$ cat src/rtl/conv1_window_streamer_pkg.sv
// conv1_window_streamer_pkg: image geometry, derived widths and FSM encoding
// shared by the conv1 window streamer, its line buffers and its bus interface.
package conv1_window_streamer_pkg;

  localparam int IMG_W = 28;
  localparam int IMG_H = 28;
  localparam int K     = 5;
  localparam int DW    = 8;

  localparam int WIN_W = K * K * DW;
  localparam int OUT_W = IMG_W - K + 1;
  localparam int OUT_H = IMG_H - K + 1;

  localparam int ROW_W = $clog2(IMG_H);
  localparam int COL_W = $clog2(IMG_W);

  localparam logic [ROW_W-1:0] ROW_LAST      = ROW_W'(IMG_H - 1);
  localparam logic [COL_W-1:0] COL_LAST      = COL_W'(IMG_W - 1);
  localparam logic [ROW_W-1:0] ROW_FIRST_WIN = ROW_W'(K - 1);
  localparam logic [COL_W-1:0] COL_FIRST_WIN = COL_W'(K - 1);

  typedef enum logic {
    ST_FILL   = 1'b0,
    ST_STREAM = 1'b1
  } state_e;

  // True for the bottom-right pixel, i.e. the last pixel of a frame.
  function automatic logic is_frame_end(input logic [ROW_W-1:0] r, input logic [COL_W-1:0] c);
    return (r == ROW_LAST) && (c == COL_LAST);
  endfunction

endpackage

$ cat src/rtl/conv1_window_streamer_if.sv
// conv1_window_streamer_if: pixel-in / window-out handshake bundle.
// master = the streamer (accepts pixels, produces windows), slave = its environment.
// With CONV1_WIN_COORD_EN defined the bundle also carries the window coordinates.
interface conv1_window_streamer_if;
  import conv1_window_streamer_pkg::*;

  logic             pix_valid;
  logic             pix_ready;
  logic [DW-1:0]    pix_data;
  logic             pix_sof;
  logic             win_valid;
  logic             win_ready;
  logic [WIN_W-1:0] win_data;
  logic             win_last;
  logic             frame_err;
`ifdef CONV1_WIN_COORD_EN
  logic [ROW_W-1:0] win_row;
  logic [COL_W-1:0] win_col;

  modport master (
    input  pix_valid, pix_data, pix_sof, win_ready,
    output pix_ready, win_valid, win_data, win_last, frame_err, win_row, win_col
  );
  modport slave (
    output pix_valid, pix_data, pix_sof, win_ready,
    input  pix_ready, win_valid, win_data, win_last, frame_err, win_row, win_col
  );
`else
  modport master (
    input  pix_valid, pix_data, pix_sof, win_ready,
    output pix_ready, win_valid, win_data, win_last, frame_err
  );
  modport slave (
    output pix_valid, pix_data, pix_sof, win_ready,
    input  pix_ready, win_valid, win_data, win_last, frame_err
  );
`endif

endinterface

$ cat src/rtl/conv1_window_streamer_line_buffer.sv
// conv1_window_streamer_line_buffer: one image line of pixels in a circular
// memory addressed by column. The read is combinational from the old contents,
// so a write at the same address returns the pixel stored one line earlier.
// Contents are never cleared; every entry is rewritten before it is read back.
module conv1_window_streamer_line_buffer
  import conv1_window_streamer_pkg::*;
(
  input  logic             clk,
  input  logic             wr_en,
  input  logic [COL_W-1:0] addr,
  input  logic [DW-1:0]    din,
  output logic [DW-1:0]    dout
);

  logic [DW-1:0] mem_q [IMG_W];

  assign dout = mem_q[addr];

  // Store the incoming pixel over the one it displaces.
  always_ff @(posedge clk) begin
    if (wr_en) mem_q[addr] <= din;
  end

endmodule

$ cat src/rtl/conv1_window_streamer.sv
// conv1_window_streamer: takes a 28x28 image one pixel per beat in raster order
// and emits every 5x5 window as a packed word (top-left pixel in the MSBs),
// one output register stage, backpressured by win_ready.
// Build option: define CONV1_WIN_COORD_EN to add win_row/win_col outputs.
//
// state     | meaning
// ST_FILL   | buffering rows 0..K-2 of a frame, no windows launched
// ST_STREAM | rows K-1..IMG_H-1, a window launches for each pixel with col >= K-1
module conv1_window_streamer
  import conv1_window_streamer_pkg::*;
(
  input logic clk,
  input logic rst,
  conv1_window_streamer_if.master bus
);

  state_e           state_q, state_d;
  logic [ROW_W-1:0] row_q, row_d;
  logic [COL_W-1:0] col_q, col_d;
  logic             win_valid_q, win_valid_d;
  logic             win_last_q, win_last_d;
  logic             frame_err_q, frame_err_d;
  logic [WIN_W-1:0] win_data_q, win_data_d;
`ifdef CONV1_WIN_COORD_EN
  logic [ROW_W-1:0] win_row_q, win_row_d;
  logic [COL_W-1:0] win_col_q, win_col_d;
`endif

  logic [DW-1:0]    win_sh_q [K][K];
  logic [DW-1:0]    win_sh_d [K][K];
  logic [DW-1:0]    lb_din   [K-1];
  logic [DW-1:0]    lb_dout  [K-1];
  logic [WIN_W-1:0] win_next;

  logic             pix_ready;
  logic             accept;
  logic             sof_err;
  logic             launch;
  logic [ROW_W-1:0] pos_row;
  logic [COL_W-1:0] pos_col;

  // Ready depends only on registered state and win_ready, never on pixel data.
  assign pix_ready = !win_valid_q || bus.win_ready;
  assign accept    = bus.pix_valid && pix_ready;

  // Position of the pixel on the bus; a start-of-frame always restarts at (0,0).
  always_comb begin
    pos_row = row_q;
    pos_col = col_q;
    sof_err = 1'b0;
    if (bus.pix_sof) begin
      pos_row = '0;
      pos_col = '0;
      sof_err = (row_q != '0) || (col_q != '0);
    end
  end

  // Line buffers chained so line i holds the pixels of row (current - 1 - i).
  for (genvar i = 0; i < K - 1; i++) begin : g_lb
    if (i == 0) begin : g_first
      assign lb_din[i] = bus.pix_data;
    end else begin : g_chain
      assign lb_din[i] = lb_dout[i-1];
    end
    conv1_window_streamer_line_buffer u_lb (
      .clk   (clk),
      .wr_en (accept),
      .addr  (pos_col),
      .din   (lb_din[i]),
      .dout  (lb_dout[i])
    );
  end

  // Shift the window left one column and append {line buffers oldest first, pixel}.
  always_comb begin
    win_sh_d = win_sh_q;
    if (accept) begin
      for (int r = 0; r < K; r++) begin
        for (int c = 0; c < K - 1; c++) begin
          win_sh_d[r][c] = win_sh_q[r][c+1];
        end
      end
      for (int r = 0; r < K - 1; r++) begin
        win_sh_d[r][K-1] = lb_dout[K-2-r];
      end
      win_sh_d[K-1][K-1] = bus.pix_data;
    end
  end

  // Pack the updated window in raster order, top-left pixel in the MSBs.
  always_comb begin
    win_next = '0;
    for (int r = 0; r < K; r++) begin
      for (int c = 0; c < K; c++) begin
        win_next[(K*K-1-(r*K+c))*DW +: DW] = win_sh_d[r][c];
      end
    end
  end

  // Position counters, FILL/STREAM sequencing and the output register stage.
  always_comb begin
    state_d     = state_q;
    row_d       = row_q;
    col_d       = col_q;
    win_valid_d = win_valid_q;
    win_last_d  = win_last_q;
    win_data_d  = win_data_q;
    frame_err_d = 1'b0;
    launch      = 1'b0;
`ifdef CONV1_WIN_COORD_EN
    win_row_d   = win_row_q;
    win_col_d   = win_col_q;
`endif
    if (win_valid_q && bus.win_ready) begin
      win_valid_d = 1'b0;
      win_last_d  = 1'b0;
    end
    if (accept) begin
      frame_err_d = sof_err;
      if (pos_col == COL_LAST) begin
        col_d = '0;
        row_d = (pos_row == ROW_LAST) ? '0 : pos_row + 1'b1;
      end else begin
        col_d = pos_col + 1'b1;
        row_d = pos_row;
      end
      case (state_q)
        ST_FILL: begin
          if (pos_row == ROW_FIRST_WIN && pos_col == '0) state_d = ST_STREAM;
        end
        ST_STREAM: begin
          if (bus.pix_sof) begin
            state_d = ST_FILL;
          end else begin
            launch = (pos_col >= COL_FIRST_WIN);
            if (is_frame_end(pos_row, pos_col)) state_d = ST_FILL;
          end
        end
        default: state_d = ST_FILL;
      endcase
    end
    if (launch) begin
      win_valid_d = 1'b1;
      win_last_d  = is_frame_end(pos_row, pos_col);
      win_data_d  = win_next;
`ifdef CONV1_WIN_COORD_EN
      win_row_d   = pos_row - ROW_FIRST_WIN;
      win_col_d   = pos_col - COL_FIRST_WIN;
`endif
    end
  end

  // Control and output registers; reset discards any partial frame.
  always_ff @(posedge clk) begin
    if (rst) begin
      state_q     <= ST_FILL;
      row_q       <= '0;
      col_q       <= '0;
      win_valid_q <= 1'b0;
      win_last_q  <= 1'b0;
      frame_err_q <= 1'b0;
      win_data_q  <= '0;
`ifdef CONV1_WIN_COORD_EN
      win_row_q   <= '0;
      win_col_q   <= '0;
`endif
    end else begin
      state_q     <= state_d;
      row_q       <= row_d;
      col_q       <= col_d;
      win_valid_q <= win_valid_d;
      win_last_q  <= win_last_d;
      frame_err_q <= frame_err_d;
      win_data_q  <= win_data_d;
`ifdef CONV1_WIN_COORD_EN
      win_row_q   <= win_row_d;
      win_col_q   <= win_col_d;
`endif
    end
  end

  // Window shift register is pure datapath; stale contents never reach the output.
  always_ff @(posedge clk) begin
    win_sh_q <= win_sh_d;
  end

  assign bus.pix_ready = pix_ready;
  assign bus.win_valid = win_valid_q;
  assign bus.win_last  = win_last_q;
  assign bus.win_data  = win_data_q;
  assign bus.frame_err = frame_err_q;
`ifdef CONV1_WIN_COORD_EN
  assign bus.win_row   = win_row_q;
  assign bus.win_col   = win_col_q;
`endif

endmodule
$ cat src/flat_wrapper.sv
// flat-port wrapper written by rule: the top's interface ports become plain ports
module conv1_window_streamer_flat import conv1_window_streamer_pkg::*;
  (clk, rst, bus_pix_valid, bus_pix_data, bus_pix_sof, bus_win_ready, bus_pix_ready, bus_win_valid, bus_win_data, bus_win_last, bus_frame_err);
  conv1_window_streamer_if bus_i ();
  input logic clk;
  input logic rst;
  input wire logic [$bits(bus_i.pix_valid)-1:0] bus_pix_valid;
  input wire logic [$bits(bus_i.pix_data)-1:0] bus_pix_data;
  input wire logic [$bits(bus_i.pix_sof)-1:0] bus_pix_sof;
  input wire logic [$bits(bus_i.win_ready)-1:0] bus_win_ready;
  output wire logic [$bits(bus_i.pix_ready)-1:0] bus_pix_ready;
  output wire logic [$bits(bus_i.win_valid)-1:0] bus_win_valid;
  output wire logic [$bits(bus_i.win_data)-1:0] bus_win_data;
  output wire logic [$bits(bus_i.win_last)-1:0] bus_win_last;
  output wire logic [$bits(bus_i.frame_err)-1:0] bus_frame_err;
  assign bus_i.pix_valid = bus_pix_valid;
  assign bus_i.pix_data = bus_pix_data;
  assign bus_i.pix_sof = bus_pix_sof;
  assign bus_i.win_ready = bus_win_ready;
  assign bus_pix_ready = bus_i.pix_ready;
  assign bus_win_valid = bus_i.win_valid;
  assign bus_win_data = bus_i.win_data;
  assign bus_win_last = bus_i.win_last;
  assign bus_frame_err = bus_i.frame_err;
  conv1_window_streamer u_core (.clk(clk), .rst(rst), .bus(bus_i));
endmodule
$ cat config.mk
export PLATFORM = sky130hd
export DESIGN_NAME = conv1_window_streamer_flat
export DESIGN_NICKNAME = d
export VERILOG_FILES = /design/src/rtl/conv1_window_streamer_pkg.sv /design/src/rtl/conv1_window_streamer_if.sv /design/src/rtl/conv1_window_streamer_line_buffer.sv /design/src/rtl/conv1_window_streamer.sv /design/src/flat_wrapper.sv
export SDC_FILE = /design/constraint.sdc
export NUM_CORES = 2
export LEC_CHECK = 0
export CAP_MARGIN = 40
export CORE_ASPECT_RATIO = 1.4
export CORE_MARGIN = 2
export CORE_UTILIZATION = 39
export CTS_BUF_LIST = sky130_fd_sc_hd__clkbuf_4 sky130_fd_sc_hd__clkbuf_8 sky130_fd_sc_hd__clkbuf_16
export CTS_CLUSTER_SIZE = 14
export DETAILED_ROUTE_END_ITERATION = 16
export PLACE_DENSITY = 0.63
export SYNTH_ARGS = -nofsm -noshare
export SYNTH_HDL_FRONTEND = slang
export SYNTH_SLANG_ARGS = --single-unit
$ cat constraint.sdc
create_clock -name clk -period 4.2 [get_ports clk]
set_input_delay 0.63 -clock clk [delete_from_list [all_inputs] [get_ports clk]]
set_output_delay 0.63 -clock clk [all_outputs]
set_load 0.03 [all_outputs]
==> out/qor.yml <==
run_status:
  status: "complete, no violations"
critical_path:
  rrSetupSlack_ps: 440
  cp-start-kind: "register"
  endpoint_kind: "register"
  critPathMaxFanout: 46
  criticalPathCategory: "register to register"
  worstPathArrival_ps: 4220
  cp.required_ps: 4660
timing:
  maxSlewHeadroom: 0.377
  fin_ws_ps: 437
  max_freq_ghz: 0.266
  final-max-slew-violation-count: 0
  final.period_utilization: 0.896
  hold_viol_final: 0
  setup_violations: 0
  fin_crit_ps: 3760
  worstMarginPinSlew_ps: 932
  clock_skew_ps: 31.2
  rsz0062_at_grt: "false"
  hold_ws_ps: 227
  fin_setup_tns_ps: 0
cells_and_area:
  register_area_um2: 35200
  design_area_um2: 59200
  post-route-util: 0.465
  num-fill-cells: 10900
  area_delta_synth_final_pct: 18.4
  finish.net_count: 3563
  drive_gt1_frac: 0.197
  instances_no_fill: 5297
  multiInputGateArea_um2: 13800
global_routing:
  grt_pass1_vias: 29700
  grt_max_degree: 123
  grt_overflow_total: 0
  grt.total_usage: 0.218
  grt_pass1_wl_mm: 208
  antenna_found_initial: 6
clocking:
  cts_tree: "yes"
  cts_resized: 0
  hold_buffers: 0
  cts_root_buf: "clkbuf_16"
  clock_latency_ps: 760
  post_cts_buffers: 0
  cts-htree-levels: 3
  clockBufferDepth: 3
  cts.sinks: 1310
  cts_inserted_buffers: 118
  clkTransAtPathRegs_ps: 70
power:
  vdd_drop_max_mv: 0.377
  finalPower_mw: 27.8
  p_int_mw: 21.6
  swShare: 0.224
  switchingPower_mw: 6.24
  p_leak_nw: 19.6
  power_frac_comb: 0.068
  power.density_nw_per_um2: 470
  pwr-share-clk: 0.403
  seqPwrFrac: 0.528
min_path:
  hold_path.class: "input pin to register"
detailed_routing:
  drc: 0
  drt_wl_total_mm: 146
  vias: 30100
  viasPerCell: 5.68
  drt_iter0_markers: 3068
  antenna_left: 0
  post_drt_wl_per_cell_um: 27.6
  dr.pass1.iters: 9
placement:
  portBuffers: 216
  place.gp.congestion: 0.884
  place_inst: 5072
  dpl.hpwl_mm: 92.5
  preCtsSetupSlack_ps: 480
  place_area_um2: 55100
synthesis:
  syn_avg_cell_area_um2: 15.4
  syn-cell-area_um2: 50000
  synth_edf_count: 896
  yosys_warnings: 0
  synth-seq-cells: 1310
  synth_fp_nets: 3269
  yosysSeqAreaShare: 0.704
  synthFlopType: "edfxtp_1"
  synthCells: 3250
  synth.distinct_cells: 81
  synthArstFlopShare: 0
flow_run:
  drv_cap: 0
floorplan:
  design.die.area_um2: 131000
  core_um2: 127000
  initial_core_util: 0.393
  rows: 155
  ios: 217
  die_w_um: 307
  fp.dieH_um: 428
## cells by family after synthesis
family | Yosys count | synth area share
compound gates | 566 | 0.0842
mux | 580 | 0.129
fa+ha+maj | 6 | 0.00150
buf+inv | 244 | 0.0267
flops | 1310 | 0.704
simple gates | 544 | 0.0554
## power groups by stage
stage | sequential [mW] | clock (mW) | combinational (mW)
finish | 14.7 | 11.2 | 1.90
global placement | 15.0 | 0 | 1.85
floorplan | 14.9 | 0 | 1.26
global route | 14.8 | 11.9 | 2.03
CTS | 14.7 | 11.4 | 1.90
detailed placement | 15.0 | 0 | 1.90
## final cells by class
type	instances	area share
flip-flops and latches	1310	0.594
multi-input cells	1696	0.233
repair buffers	404	0.0682
clock buffers	170	0.0591
well taps	1648	0.0348
clock inverters	52	0.00966
inverters	14	0.000909
diodes	3	0.000127
## cell usage after synthesis, types with 6 or more instances
master	count	area (um^2)
nand3b_1	17	128
o2bb2ai_1	6	52.6
a221oi_1	40	350
o31ai_1	22	165
mux2_2	200	2250
a32oi_1	17	149
a2bb2oi_1	8	70.1
a21oi_1	96	480
a311oi_1	6	52.6
a22oi_1	45	338
o32ai_1	7	61.3
a21o_1	14	105
o211ai_1	7	52.6
clkbuf_1	75	282
o21ai_0	62	310
a211oi_1	47	353
nor3_1	19	95.1
or2_0	9	56.3
nor4_2	7	87.6
a221o_1	29	290
mux2i_1	350	3500
a22o_1	15	131
a211o_1	13	114
nand3_1	11	55.1
o22a_1	16	140
buf_2	98	490
dfxtp_1	414	8290
inv_1	11	41.3
nand2b_1	17	106
buf_6	26	293
o32a_1	13	130
buf_4	27	203
nor2b_1	39	244
o221ai_1	23	201
o22ai_1	38	238
and3_1	7	43.8
and2_1	16	100
nand2_1	80	300
nor2_1	241	905
edfxtp_1	896	26900
ha_1	6	75.1
mux4_2	30	676
nor3b_1	39	293
## flip-flops by register name, indices dropped and copies added (netlist names), 5 cells and up
register	cells
u_core.bus.win_data	200
u_core.col_q	5
u_core.g_lb.u_lb.mem_q	896
u_core.row_q	5
u_core.win_sh_q	200
## routing by layer
metal | routed length, um | track usage
met5 | 27 | 0
met2 | 74100 | 0.380
met1 | 54400 | 0.256
met4 | 8280 | 0.125
met3 | 9290 | 0.0307
## path summary, 6_finish.rpt
path                                                   start                                         to  cells after the start
worst max register to register  u_core.col_q[1]$_SDFFE_PP0P_  u_core.g_lb[3].u_lb.mem_q[2][5]$_DFFE_PP_                      8
worst min-delay path                                     rst      u_core.bus.win_data[172]$_SDFFE_PP0P_                      2
worst min register to register  u_core.win_sh_q[165]$_DFF_P_               u_core.win_sh_q[165]$_DFF_P_                      1
worst max-delay path            u_core.col_q[1]$_SDFFE_PP0P_  u_core.g_lb[3].u_lb.mem_q[2][5]$_DFFE_PP_                      8
## critical path, cell delays in order (launching register included)
cell and delay, ps:
dfxtp_4 800, clkinv_1 260, buf_12 260, nand2_1 550, o221ai_1 200, a211oi_1 790, buf_4 250, nor2_1 40
buf_4 250
## cells in the final DEF (no fill, tap or decap), types with 32 or more instances in the layout
| cell type | count |
|---|---|
| dfxtp_1 | 411 |
| buf_12 | 32 |
| nand2_1 | 79 |
| nor2b_1 | 38 |
| mux2_2 | 200 |
| nor3b_1 | 38 |
| clkbuf_16 | 119 |
| edfxtp_1 | 896 |
| a221oi_1 | 40 |
| clkdlybuf4s50_1 | 214 |
| mux2i_1 | 350 |
| buf_4 | 149 |
| nor2_1 | 226 |
| a22oi_1 | 43 |
| a211oi_1 | 47 |
| a21oi_1 | 96 |
| o22ai_1 | 38 |
| o21ai_0 | 62 |
No activity file was read; power rests on OpenSTA's default activity.
